File: src/rtl/wb_rr_arbiter.sv
// Round-robin Wishbone arbiter: one slave port shared by N_MASTERS masters, grant held
// for the whole CYC, priority rotated on release, watchdog aborts stalled cycles with ERR.
module wb_rr_arbiter #(
   parameter int N_MASTERS      = 3,
   parameter int TIMEOUT_CYCLES = 1024
) (
   input  logic                    clk,
   input  logic                    reset,
   input  logic [N_MASTERS-1:0]    m_cyc_i,
   input  logic [N_MASTERS-1:0]    m_stb_i,
   input  logic [N_MASTERS-1:0]    m_we_i,
   input  logic [32*N_MASTERS-1:0] m_adr_i,
   input  logic [32*N_MASTERS-1:0] m_dat_i,
   input  logic [4*N_MASTERS-1:0]  m_sel_i,
   output logic [31:0]             m_dat_o,
   output logic [N_MASTERS-1:0]    m_ack_o,
   output logic [N_MASTERS-1:0]    m_err_o,
   output logic                    s_cyc_o,
   output logic                    s_stb_o,
   output logic                    s_we_o,
   output logic [31:0]             s_adr_o,
   output logic [31:0]             s_dat_o,
   output logic [3:0]              s_sel_o,
   input  logic [31:0]             s_dat_i,
   input  logic                    s_ack_i,
   output logic [N_MASTERS-1:0]    grant_o,
   output logic                    timeout_o
);

   localparam int IW = $clog2(N_MASTERS);
   localparam int WW = (TIMEOUT_CYCLES > 0) ? $clog2(TIMEOUT_CYCLES + 1) : 1;
   localparam logic [IW-1:0] LAST_IDX  = IW'(N_MASTERS - 1);
   localparam logic [WW-1:0] WDOG_LAST = (TIMEOUT_CYCLES > 0) ? WW'(TIMEOUT_CYCLES - 1) : '0;

   typedef enum logic [1:0] {IDLE, GRANT, ABORT} state_t;

   state_t               state_q, state_d;
   logic [N_MASTERS-1:0] grant_q, grant_d;
   logic [IW-1:0]        gidx_q, gidx_d;
   logic [IW-1:0]        ptr_q, ptr_d;
   logic [WW-1:0]        wdog_q, wdog_d;

   logic                 cyc_g, stb_g, stb_act, wdog_hit, found;
   logic [IW-1:0]        pick, scan, gidx_inc;

   always_comb begin
      cyc_g = 1'b0;
      stb_g = 1'b0;
      for (int i = 0; i < N_MASTERS; i++) begin
         if (gidx_q == IW'(i)) begin
            cyc_g = m_cyc_i[i];
            stb_g = m_stb_i[i];
         end
      end
   end

   assign stb_act  = (state_q == GRANT) && cyc_g && stb_g;
   // ACK on the final watchdog cycle suppresses the abort
   assign wdog_hit = (TIMEOUT_CYCLES != 0) && stb_act && !s_ack_i && (wdog_q == WDOG_LAST);
   assign gidx_inc = (gidx_q == LAST_IDX) ? '0 : gidx_q + 1'b1;

   always_ff @(posedge clk) begin
      if (reset) begin
         state_q <= IDLE;
         grant_q <= '0;
         gidx_q  <= '0;
         ptr_q   <= '0;
         wdog_q  <= '0;
      end else begin
         state_q <= state_d;
         grant_q <= grant_d;
         gidx_q  <= gidx_d;
         ptr_q   <= ptr_d;
         wdog_q  <= wdog_d;
      end
   end

   always_comb begin
      state_d = state_q;
      grant_d = grant_q;
      gidx_d  = gidx_q;
      ptr_d   = ptr_q;
      wdog_d  = wdog_q;
      found   = 1'b0;
      pick    = '0;
      scan    = ptr_q;
      for (int k = 0; k < N_MASTERS; k++) begin
         if (!found && m_cyc_i[scan]) begin
            found = 1'b1;
            pick  = scan;
         end
         scan = (scan == LAST_IDX) ? '0 : scan + 1'b1;
      end
      case (state_q)
         IDLE: begin
            if (found) begin
               grant_d       = '0;
               grant_d[pick] = 1'b1;
               gidx_d        = pick;
               state_d       = GRANT;
            end
         end
         GRANT: begin
            if (!cyc_g) begin
               state_d = IDLE;
               grant_d = '0;
               ptr_d   = gidx_inc;
               wdog_d  = '0;
            end else if (wdog_hit) begin
               state_d = ABORT;
               wdog_d  = '0;
            end else if (stb_act && !s_ack_i) begin
               wdog_d = (wdog_q == '1) ? wdog_q : wdog_q + 1'b1;
            end else begin
               wdog_d = '0;
            end
         end
         ABORT: begin
            if (!cyc_g) begin
               state_d = IDLE;
               grant_d = '0;
               ptr_d   = gidx_inc;
            end
         end
         default: state_d = IDLE;
      endcase
   end

   always_comb begin
      s_cyc_o   = 1'b0;
      s_stb_o   = 1'b0;
      s_we_o    = 1'b0;
      s_adr_o   = '0;
      s_dat_o   = '0;
      s_sel_o   = '0;
      m_ack_o   = '0;
      m_err_o   = '0;
      timeout_o = wdog_hit;
      if (state_q == GRANT) begin
         s_cyc_o = cyc_g;
         s_stb_o = stb_act;
         for (int i = 0; i < N_MASTERS; i++) begin
            if (gidx_q == IW'(i)) begin
               s_we_o     = m_we_i[i];
               s_adr_o    = m_adr_i[32*i +: 32];
               s_dat_o    = m_dat_i[32*i +: 32];
               s_sel_o    = m_sel_i[4*i +: 4];
               m_ack_o[i] = s_ack_i;
               m_err_o[i] = wdog_hit;
            end
         end
      end
   end

   assign m_dat_o = s_dat_i;
   assign grant_o = grant_q;

endmodule

File: config.mk
export PLATFORM = sky130hd
export DESIGN_NAME = wb_rr_arbiter
export DESIGN_NICKNAME = d
export VERILOG_FILES = /design/src/rtl/wb_rr_arbiter.sv
export SDC_FILE = /design/constraint.sdc
export NUM_CORES = 1
export LEC_CHECK = 0
export ABC_AREA = 1
export ABC_CLOCK_PERIOD_IN_PS = 2600
export CORE_AREA = 5 5 137 139
export CTS_CLUSTER_DIAMETER = 40
export CTS_CLUSTER_SIZE = 10
export DETAILED_ROUTE_END_ITERATION = 7
export DIE_AREA = 0 0 142 144
export SETUP_SLACK_MARGIN = 0.2
export SKIP_LAST_GASP = 1
export SYNTH_ARGS = -nofsm -noshare
export SYNTH_HDL_FRONTEND = slang
export SYNTH_SLANG_ARGS = --single-unit
File: constraint.sdc
create_clock -name clk -period 2.6 [get_ports clk]
set_clock_uncertainty 0.15 [all_clocks]
set_input_delay 0.52 -clock clk [delete_from_list [all_inputs] [get_ports clk]]
set_output_delay 0.52 -clock clk [all_outputs]
set_load 0.03 [all_outputs]
Word level (Yosys, flattened, before mapping)
Cells that the tools add are included.

Muxes and demuxes: 61. Equality and inequality tests: 13. Reductions and logical operators: 19. Bitwise gates (word level): 1. Order comparisons: 5. Add/sub/neg operators: 4.

Operators by type and width (number): two-way mux 32 bit (8); two-way mux 11 bit (4); two-way mux 1 bit (25); two-way mux 2 bit (10); two-way mux 4 bit (4); < comparator 2 x 3 -> 1 bit (second input constant) (4); two-way mux 3 bit (4); adder 11 x 1 -> 11 bit (second input constant) (1); equality test 11 x 10 -> 1 bit (second input constant) (1); equality test 11 bit (second input constant) (1); equality test 2 bit (second input constant) (4); logical AND 1 bit (7); adder 2 x 1 -> 2 bit (second input constant) (3); binary-select mux 1 bit (select 2 bit) (3); inequality test 2 bit (second input constant) (3); one-hot mux 2 bit (3 select lines) (1); one-hot mux 3 bit (2 select lines) (1); AND reduction 2 bit (3); AND reduction 3 bit (2); equality test 2 x 1 -> 1 bit (second input constant) (2); logical NOT 2 bit (2); inequality test 4 bit (second input constant) (1); logical NOT 1 bit (3); inequality test 3 bit (second input constant) (1); other kinds (5) (5).

Output and inout port bits: 113. Flip-flop bits (word level): 20. Word-level logic and storage cells: 108. Input port bits: 248.

Logic depth before layout (Yosys ltp)
Gate-level depths: netlist (run 1).

Word-level depth: 15. Gate-level depth with buffers: 11. Depth with buffers taken out: 11.

Worst setup path before layout (run 1)
OpenSTA, ideal clock, no wires.

Path type: input to output. Start point: in m_cyc_i[0]. End point: out m_err_o[0]. Data required time: 1.930 ns. Slack: 0.232 ns. Arrival time: 1.698 ns. Stages: 8. Buffers on the path: 0. Cell sequence: inv_1 -> nand2_1 -> nand3_4 -> nor2_8 -> nand3_4 -> nor2_1 -> nand2_1 -> nor2_1.

Word-level cells in the longest chain between the ends: 9.

Ends and longest elaborated chain: start: declaration (RTL line 9) `input logic [N_MASTERS-1:0] m_cyc_i,`; two-way mux 1 bit (3 in a row) (RTL line 50) `if (gidx_q == IW'(i)) begin`; logical AND 1 bit (2 in a row) (RTL line 57) `assign stb_act = (state_q == GRANT) && cyc_g && stb_g;`; logical AND 1 bit (2 in a row) (RTL line 59) `assign wdog_hit = (TIMEOUT_CYCLES != 0) && stb_act && !s_ack_i && (wdog_q == WDOG_LAST);`; two-way mux 1 bit (RTL line 143) `if (gidx_q == IW'(i)) begin`; two-way mux 3 bit (RTL line 139) `if (state_q == GRANT) begin`; end: declaration (RTL line 17) `output logic [N_MASTERS-1:0] m_err_o,`.

No other way between the ends.

Worst setup path in the final report (run 1)
Start point: in m_stb_i[1]. End point: out m_err_o[1].

Word-level cells in the longest chain between the ends: 7.

Ends and longest elaborated chain: start: declaration (RTL line 10) `input logic [N_MASTERS-1:0] m_stb_i,`; two-way mux 1 bit (2 in a row) (RTL line 50); logical AND 1 bit (RTL line 57); logical AND 1 bit (2 in a row) (RTL line 59); two-way mux 1 bit (RTL line 143); two-way mux 3 bit (RTL line 139).

No other way between the ends.

==> results of run 1 <==
[area by class of cell]
type / instances / area share
multi-input combinational: 504 / 0.358
timing repair buffer: 327 / 0.468
inverter: 102 / 0.0573
tap: 229 / 0.0425
clock buffer: 4 / 0.0132
sequential: 20 / 0.0608
[critical path: stages]
cell,delay (ns)
clkdlybuf4s50_1,0.47
nand2_2,0.06
nand3_4,0.10
nand3_4,0.08
nor2_4,0.13
nand2_4,0.08
nor2_4,0.11
buf_6,0.13
[registers in the layout, indices dropped and copies added (netlist names)]
register and cells:
gidx_q 2, grant_o 3, ptr_q 2, state_q 2
wdog_q 11
[kinds of logic (layout without fill, tap and decap cells)]
| family | count (synthesis) | in the layout | share of synthesized area |
|---|---|---|---|
| simple gates | 471 | 471 | 0.592 |
| buf+inv | 174 | 433 | 0.224 |
| compound gates | 25 | 25 | 0.0460 |
| flops | 20 | 20 | 0.113 |
| fa+ha+maj | 4 | 4 | 0.0142 |
| xor+xnor | 4 | 4 | 0.00991 |
[cells in the final DEF, fill, tap and decap left out, drive strengths merged, types with 2 or more instances in the layout]
cell and instances:
clkdlybuf4s50 213, nor3 2, o21ai 7, inv 101, nand3 165, nand2 257
buf 107, xor2 4, dlymetal6s2s 2, clkbuf 5, dlygate4sd2 3, a21oi 12
a211oi 3, dfxtp 20, nor2 40, nand4 3, ha 4
[routing by layer]
layer	up-vias	wire, um	global-route usage
li1	2658	-	-
met1	2225	6860	0.181
met2	195	9270	0.294
met3	14	1460	0.0456
met4	0	184	0.0247
met5	-	0	0
[per-stage QoR]
step / area, um^2 / std cells / hold slack [ns] / TNS [ns] / utilization
2_1_floorplan: 3540 / 698 / 0.321 / 0 / -
3_5_place_dp: 6390 / 1170 / 0.308 / -0.205 / 0.364
6_report: 6750 / 1186 / 0.315 / 0 / 0.385
4_1_cts: 6580 / 1178 / 0.316 / 0 / 0.375
5_1_grt: 6750 / 1186 / 0.352 / 0 / 0.385
3_3_place_gp: 6390 / 1170 / 0.304 / -0.0684 / 0.364
[what timing repair did]
item	4_1_cts	5_1_grt
gates resized for setup	15	25
pin swaps	6	11
cloned	1	1
setup endpoints to repair	47	68
setup buffers	3	7
hold buffers	0	0
[worst max-delay path by stage]
stage,endpoint,slack (ns),cells after the start,start
2_1_floorplan,m_err_o[0],0.23,8,m_cyc_i[0]
3_3_place_gp,m_err_o[0],-0.02,10,m_cyc_i[0]
3_5_place_dp,m_err_o[2],-0.07,10,m_cyc_i[0]
4_1_cts,m_err_o[2],0.18,8,m_stb_i[2]
5_1_grt,m_err_o[0],0.18,10,gidx_q[1]$_SDFFE_PP0P_
6_report,m_err_o[1],0.25,8,m_stb_i[1]
[power by group through the flow]
stage               Combinational, mW  Clock (mW)  Sequential [mW]
finish                           4.67       0.356            0.445
global route                     5.10       0.374            0.454
CTS                              4.53       0.364            0.433
detailed placement               4.42           0            0.436
global placement                 4.41           0            0.434
floorplan                        2.80           0            0.442
==> flow_summary.yaml, run 1 <==
logic_synthesis:
  synth_edf_count: 0
  syn-cell-area_um2: 3540
  syn_avg_cell_area_um2: 5.07
  syn-num-nets: 950
  synth_top_area_frac: 0.271
  synth_cells: 698
  postSynthRegisterBits: 20
  async_flop_share: 0
  synth.area.top_cells: "nand2_1, nand3_1, dfxtp_1, inv_1, buf_4"
  yosysTopAreaCell: "nand2_1"
  synth.most_common_cell: "nand2_1"
  ys_warn_count: 0
  ys_types: 34
  yosys-top-cells-count: "nand2_1, nand3_1, inv_1"
  synth-seq-area-share: 0.113
  synth_flop_cell: "dfxtp_1"
floorplan:
  io_pins: 361
  die_w_um: 142
  die_h_um: 144
  core_area_um2: 17500
  die_area_um2: 20400
  start_util: 0.202
  fp-row-count: 49
power:
  p_seq_frac: 0.081
  power.switching_mw: 3.06
  pwr-share-clk: 0.065
  p_int_mw: 2.41
  finalPower_mw: 5.47
  combPwrFrac: 0.854
  switching_share: 0.559
  vdd_drop_max_mv: 0.567
  cellLeakagePower_nw: 3.44
  power.density_nw_per_um2: 812
global_routing:
  antenna_found_initial: 0
  grt_use_total: 0.158
  grt_pass1_vias: 4911
  grt_max_degree: 49
  gr-total-overflow: 0
  grt_pass1_wl_mm: 26.1
final_layout:
  multi_input_area_um2: 2410
  diodes: 0
  area_growth_pct: 90.8
  regArea_um2: 410
  final_nets: 1210
  fillCellCount: 1905
  drive_above_1_share: 0.164
timing:
  fin_crit_sh: 0.905
  hold_viol: 0
  setup_viol: 0
  max_freq_mhz: 425
  finalWorstSetupSlack_ns: 0.246
  worst_slew_pin_slew_ns: 0.385
  drv_slew: 0
  final.min_clock_period_ns: 2.35
  rsz0062_at_grt: "true"
  max_slew_margin: 0.743
clock_network:
  cts_max_level: 1
  insertion_delay_ns: 0.25
  cts_buffer_depth: 2
  cts_buffers: 3
  clk_transition_reported_paths_ns: 0.06
  cts-root-buf: "clkbuf_16"
  clock-sinks: 20
  tritoncts: "built"
critical_path:
  crit_required_ns: 1.93
  r2r_end: "wdog_q[3]$_SDFFE_PP0P_"
  r2r_slack_ns: 0.64
  path_max_fanout: 4
  path_class: "input pin to primary output"
  cp-end-kind: "primary output"
  r2r_start: "wdog_q[4]$_SDFFE_PP0P_"
  ff2ff_path_depth: 10
  cp-start-kind: "input pin"
  worstPathArrival_ns: 1.68
placed_design:
  place_hpwl_mm: 13.8
  port_buffers: 296
  gp_congestion: 0.831
  place_ws_ns: -0.0714
route:
  ant_nets: 0
  wl_per_cell_um: 15.0
  first_pass_iters: 5
  drt-total-wl_mm: 17.8
  drc: 0
  drt-initial-drc-count: 285
  vias_per_cell: 4.29
  vias: 5092
worst_hold_path:
  hold_end: "grant_o[2]$_SDFFE_PP0P_"
  min_path_cells: 2
  hold_path.class: "flip-flop to flip-flop"
  min_from: "grant_o[2]$_SDFFE_PP0P_"
flow_run:
  max-cap-violations: 0
outcome:
  status: "completed"
(Power assumes the default switching activity.)
==> run 2: changes to the inputs <==
--- a/config.mk
+++ b/config.mk
@@ -9,9 +9,10 @@
 export ABC_CLOCK_PERIOD_IN_PS = 2600
 export CORE_AREA = 5 5 137 139
 export CTS_CLUSTER_DIAMETER = 40
-export CTS_CLUSTER_SIZE = 10
+export CTS_CLUSTER_SIZE = 25
 export DETAILED_ROUTE_END_ITERATION = 7
 export DIE_AREA = 0 0 142 144
+export PLACE_DENSITY = 0.56
 export SETUP_SLACK_MARGIN = 0.2
 export SKIP_LAST_GASP = 1
 export SYNTH_ARGS = -nofsm -noshare
==> flow_summary.yaml, run 2 (same netlist as run 1, synthesis figures left out) <==
timing:
  max_slew_margin: 0.750
  worst_slew_pin_slew_ns: 0.374
  setup_viol: 0
  final.min_clock_period_ns: 2.38
  rsz0062_at_grt: "true"
  hold_viol: 0
  max_freq_mhz: 421
  fin_crit_sh: 0.914
  drv_slew: 0
  holdWs_ns: 0.317
power:
  switching_share: 0.559
  p_int_mw: 2.42
  combPwrFrac: 0.839
  finalPower_mw: 5.48
  cellLeakagePower_nw: 3.41
  p_seq_frac: 0.082
  power.switching_mw: 3.06
  vdd_drop_max_mv: 0.493
  power.density_nw_per_um2: 819
  pwr-share-clk: 0.079
outcome:
  status: "completed"
critical_path:
  r2r_end: "wdog_q[7]$_SDFFE_PP0P_"
  cp-start-kind: "input pin"
  r2r_slack_ns: 0.60
  crit_required_ns: 1.93
  ff2ff_path_depth: 11
  slowest_stage: "clkdlybuf4s50_1"
  worstPathArrival_ns: 1.71
  cp-end-kind: "primary output"
  path_class: "input pin to primary output"
  path_max_fanout: 4
  r2r_start: "wdog_q[1]$_SDFFE_PP0P_"
  startpoint: "m_stb_i[0]"
  cpPeakStageDelay_ns: 0.45
  crit_top_cell: "nand3_4"
  path_cells: "clkdlybuf4s50_1 -> nand2_1 -> nand3_4 -> nand3_4 -> nor2_4 -> nand2_2 -> nor2_1 -> buf_4"
final_layout:
  fillCellCount: 1944
  final_area_um2: 6690
  regArea_um2: 409
  multi_input_area_um2: 2390
  drive_above_1_share: 0.150
  diodes: 0
  stdcell_count: 1181
  final_common_cell: "nand2_1"
  area_growth_pct: 89.1
  fin_util: 0.381
  largest_reg_flops: 11
  regMostFlops: "wdog_q"
  final_nets: 1205
  layout.cells.most_common_list: "nand2_1, clkdlybuf4s50_1, nand3_1"
worst_hold_path:
  min_path_cells: 2
  hold_path.class: "flip-flop to flip-flop"
  hold_end: "grant_o[2]$_SDFFE_PP0P_"
  min_from: "grant_o[2]$_SDFFE_PP0P_"
route:
  vias: 5131
  vias_per_cell: 4.34
  wl_per_cell_um: 15.3
  first_pass_iters: 4
  ant_nets: 0
  drc: 0
  drt-initial-drc-count: 236
  drt-total-wl_mm: 18.1
floorplan:
  die_area_um2: 20400
  io_pins: 361
  start_util: 0.202
  die_h_um: 144
  die_w_um: 142
  core_area_um2: 17500
  fp-row-count: 49
global_routing:
  grt_pass1_vias: 4816
  grt_max_degree: 66
  antenna_found_initial: 0
  gr-total-overflow: 0
  grt_use_total: 0.156
  grt_pass1_wl_mm: 26.1
placed_design:
  gp_congestion: 0.819
  post_dp_cell_area_um2: 6410
  port_buffers: 296
  place_hpwl_mm: 13.8
  dp.cells: 1169
clock_network:
  clk_transition_reported_paths_ns: 0.06
  insertion_delay_ns: 0.26
  cts_buffers: 3
  cts-root-buf: "clkbuf_16"
  holdBufCountCts: 0
  clock-sinks: 20
  tritoncts: "built"
  cts_buffer_depth: 2
  cts_max_level: 1
flow_run:
  max-cap-violations: 0
## run 2: changes by cell type in the layout (fill, tap and decap cells not counted), moves of 2 or more
cell,change
nor2_2,-2
clkbuf_16,+2
nand2_4,-2
buf_6,-6
inv_2,-3
nor2_1,+3
inv_1,+3
## run 2: cell type report
type                    count  area share
clock buffers               3      0.0112
clock inverters             1     0.00449
inverters                 102      0.0578
multi-input cells         504       0.357
flip-flops and latches     20      0.0612
well taps                 229      0.0428
repair buffers            322       0.465
## run 2: how the worst max path moves through the flow
stage | to | slack [ns]
final | m_err_o[2] | 0.22
after detailed placement | m_err_o[2] | -0.03
after CTS | m_err_o[2] | 0.20
after global placement | m_err_o[1] | 0.02
after global routing | m_err_o[2] | 0.14
after floorplan | m_err_o[0] | 0.23
## run 2: power by group through the flow
stage	registers, mW	clock network (mW)	logic [mW]
2_1_floorplan	0.442	0	2.80
3_3_place_gp	0.448	0	4.46
3_5_place_dp	0.449	0	4.45
4_1_cts	0.451	0.440	4.47
5_1_grt	0.459	0.453	5.05
6_report	0.450	0.434	4.60
## run 2: per-stage QoR
step | worst slack [ns] | setup TNS, ns
after global routing | 0.144 | 0
after detailed placement | -0.0271 | -0.0771
after floorplan | 0.232 | 0
after global placement | 0.0243 | 0
after CTS | 0.204 | 0
final | 0.223 | 0
## run 2: repair_timing
item	CTS	global route
cloned	0	3
setup buffers	1	4
endpoints found under the setup margin	44	29
pin swaps	5	8
gates resized for setup	14	8
## run 2: critical path, delay by kind of cell
family / cells / cell delay, ns
buf+inv: 2 / 0.62
simple gates: 6 / 0.56
## run 2: layer usage
metal,global-route usage,vias up,routed length (um)
met2,0.283,207,9140
met3,0.0394,24,1390
li1,-,2650,-
met1,0.188,2250,7190
met5,0,-,0
met4,0.0303,0,378
==> run 3: changes to the inputs <==
--- a/config.mk
+++ b/config.mk
@@ -6,7 +6,7 @@
 export NUM_CORES = 1
 export LEC_CHECK = 0
 export ABC_AREA = 1
-export ABC_CLOCK_PERIOD_IN_PS = 2600
+export ABC_CLOCK_PERIOD_IN_PS = 3000
 export CORE_AREA = 5 5 137 139
 export CTS_CLUSTER_DIAMETER = 40
 export CTS_CLUSTER_SIZE = 25
==> constraint.sdc (replaced) <==
create_clock -name clk -period 3 [get_ports clk]
set_clock_uncertainty 0.15 [all_clocks]
set_input_delay 0.6 -clock clk [delete_from_list [all_inputs] [get_ports clk]]
set_output_delay 0.6 -clock clk [all_outputs]
set_load 0.03 [all_outputs]
==> flow_summary.yaml, run 3 (same netlist as run 1, synthesis figures left out) <==
critical_path:
  slowest_stage: "clkdlybuf4s50_1"
  cp-end-kind: "primary output"
  critPathBufInv: 2
  crit_required_ns: 2.25
  cpPeakStageDelay_ns: 0.48
  worstPathArrival_ns: 1.96
  path_cells: "clkdlybuf4s50_1 -> nand2_1 -> nand2_2 -> nand3_4 -> nor2_8 -> nand3_4 -> nor2_4 -> nand2_2 -> nor2_2 -> buf_6"
  crit_family: "simple AND/OR/NAND/NOR gates"
  path_class: "input pin to primary output"
  path_max_fanout: 4
  cp-start-kind: "input pin"
timing:
  holdWs_ns: 0.315
  finalSetupTns_ns: 0
  max_slew_margin: 0.658
  finalWorstSetupSlack_ns: 0.288
  drv_slew: 0
  fin_crit_sh: 0.904
  setup_viol: 0
  worst_slew_pin_slew_ns: 0.513
  rsz0062_at_grt: "true"
  hold_viol: 0
  max_freq_mhz: 369
  final.min_clock_period_ns: 2.71
final_layout:
  layout.cells.most_common_list: "nand2_1, clkdlybuf4s50_1, nand3_1"
  final_nets: 1197
  area_growth_pct: 83.8
  regMostFlops: "wdog_q"
  fin_util: 0.371
  final_common_cell: "nand2_1"
  final_area_um2: 6500
  largest_reg_flops: 11
  drive_above_1_share: 0.141
  diodes: 0
global_routing:
  grt_pass1_wl_mm: 26.2
  antenna_found_initial: 0
  grt_pass1_vias: 4858
  gr-total-overflow: 0
  grt_max_degree: 52
  grt_use_total: 0.156
clock_network:
  cts_buffers: 3
  tritoncts: "built"
  insertion_delay_ns: 0.25
  holdBufCountCts: 0
  cts_buffer_depth: 2
  cts_max_level: 1
  cts-root-buf: "clkbuf_16"
  clk_transition_reported_paths_ns: 0.05
  clock-sinks: 20
flow_run:
  max-cap-violations: 0
placed_design:
  place_hpwl_mm: 13.8
  port_buffers: 296
  post_dp_cell_area_um2: 6370
  gp_congestion: 0.837
  place_ws_ns: 0.156
power:
  p_int_mw: 1.90
  power.density_nw_per_um2: 687
  pwr-share-clk: 0.060
  power.switching_mw: 2.57
  vdd_drop_max_mv: 0.408
  cellLeakagePower_nw: 3.32
  switching_share: 0.575
  combPwrFrac: 0.854
  p_seq_frac: 0.086
worst_hold_path:
  hold_path.class: "flip-flop to flip-flop"
outcome:
  status: "completed"
floorplan:
  die_h_um: 144
  start_util: 0.202
  die_w_um: 142
  die_area_um2: 20400
  io_pins: 361
  core_area_um2: 17500
  fp-row-count: 49
route:
  drc: 0
  vias: 4976
  wl_per_cell_um: 14.5
  vias_per_cell: 4.25
  ant_nets: 0
  drt-total-wl_mm: 17.0
  drt-initial-drc-count: 250
  first_pass_iters: 5
run 3: cell count changes in the layout (fill, tap and decap cells not counted), sizes merged:
cell,delta
buf,-5
bufinv,-1
clkbuf,-3
clkdlybuf4s50,+2
dlygate4sd2,-2
run 3: final cells by class:
| class | count | area (um^2) |
|---|---|---|
| flip-flops and latches | 20 | 402 |
| fillers | 1963 | 11000 |
| clock buffers | 3 | 75.1 |
| multi-input cells | 504 | 2370 |
| inverters | 102 | 384 |
| repair buffers | 314 | 2990 |
| well taps | 229 | 287 |
run 3: tightest hold or removal path, delay by kind of cell, from the launching register on:
kind | cells | cell delay (ns)
flops | 1 | 0.30
simple gates | 1 | 0.06
compound gates | 1 | 0.06
run 3: repair_timing:
action	CTS	global route
setup buffers	0	2
pin swaps	1	3
endpoints found under the setup margin	3	5
resized for setup	3	14
run 3: stage by stage:
stage,total power [mW],std cells
3_3_place_gp,4.22,1167
3_5_place_dp,4.22,1167
6_report,4.46,1172
5_1_grt,4.88,1172
2_1_floorplan,2.81,698
4_1_cts,4.51,1170
run 3: power by group through the flow:
stage                     combinational, mW  clock [mW]  sequential [mW]
final                                  3.81       0.269            0.382
after global routing                   4.20       0.287            0.393
after CTS                              3.85       0.280            0.381
after detailed placement               3.83           0            0.387
after global placement                 3.84           0            0.386
after floorplan                        2.43           0            0.383
run 3: final timing paths:
| path | startpoint | end | slack, ns | cells past startpoint |
|---|---|---|---|---|
| max | m_cyc_i[1] | m_err_o[0] | 0.29 | 10 |
| min | grant_o[0]$_SDFFE_PP0P_ | grant_o[0]$_SDFFE_PP0P_ | 0.31 | 2 |
| max reg2reg | wdog_q[1]$_SDFFE_PP0P_ | wdog_q[7]$_SDFFE_PP0P_ | 0.99 | 11 |
| min reg2reg | grant_o[0]$_SDFFE_PP0P_ | grant_o[0]$_SDFFE_PP0P_ | 0.31 | 2 |
run 3: layer usage:
layer  wire length (um)  track usage
met4                304       0.0273
met3               1460       0.0463
met2               8630        0.280
met5                  0            0
met1               6650        0.187
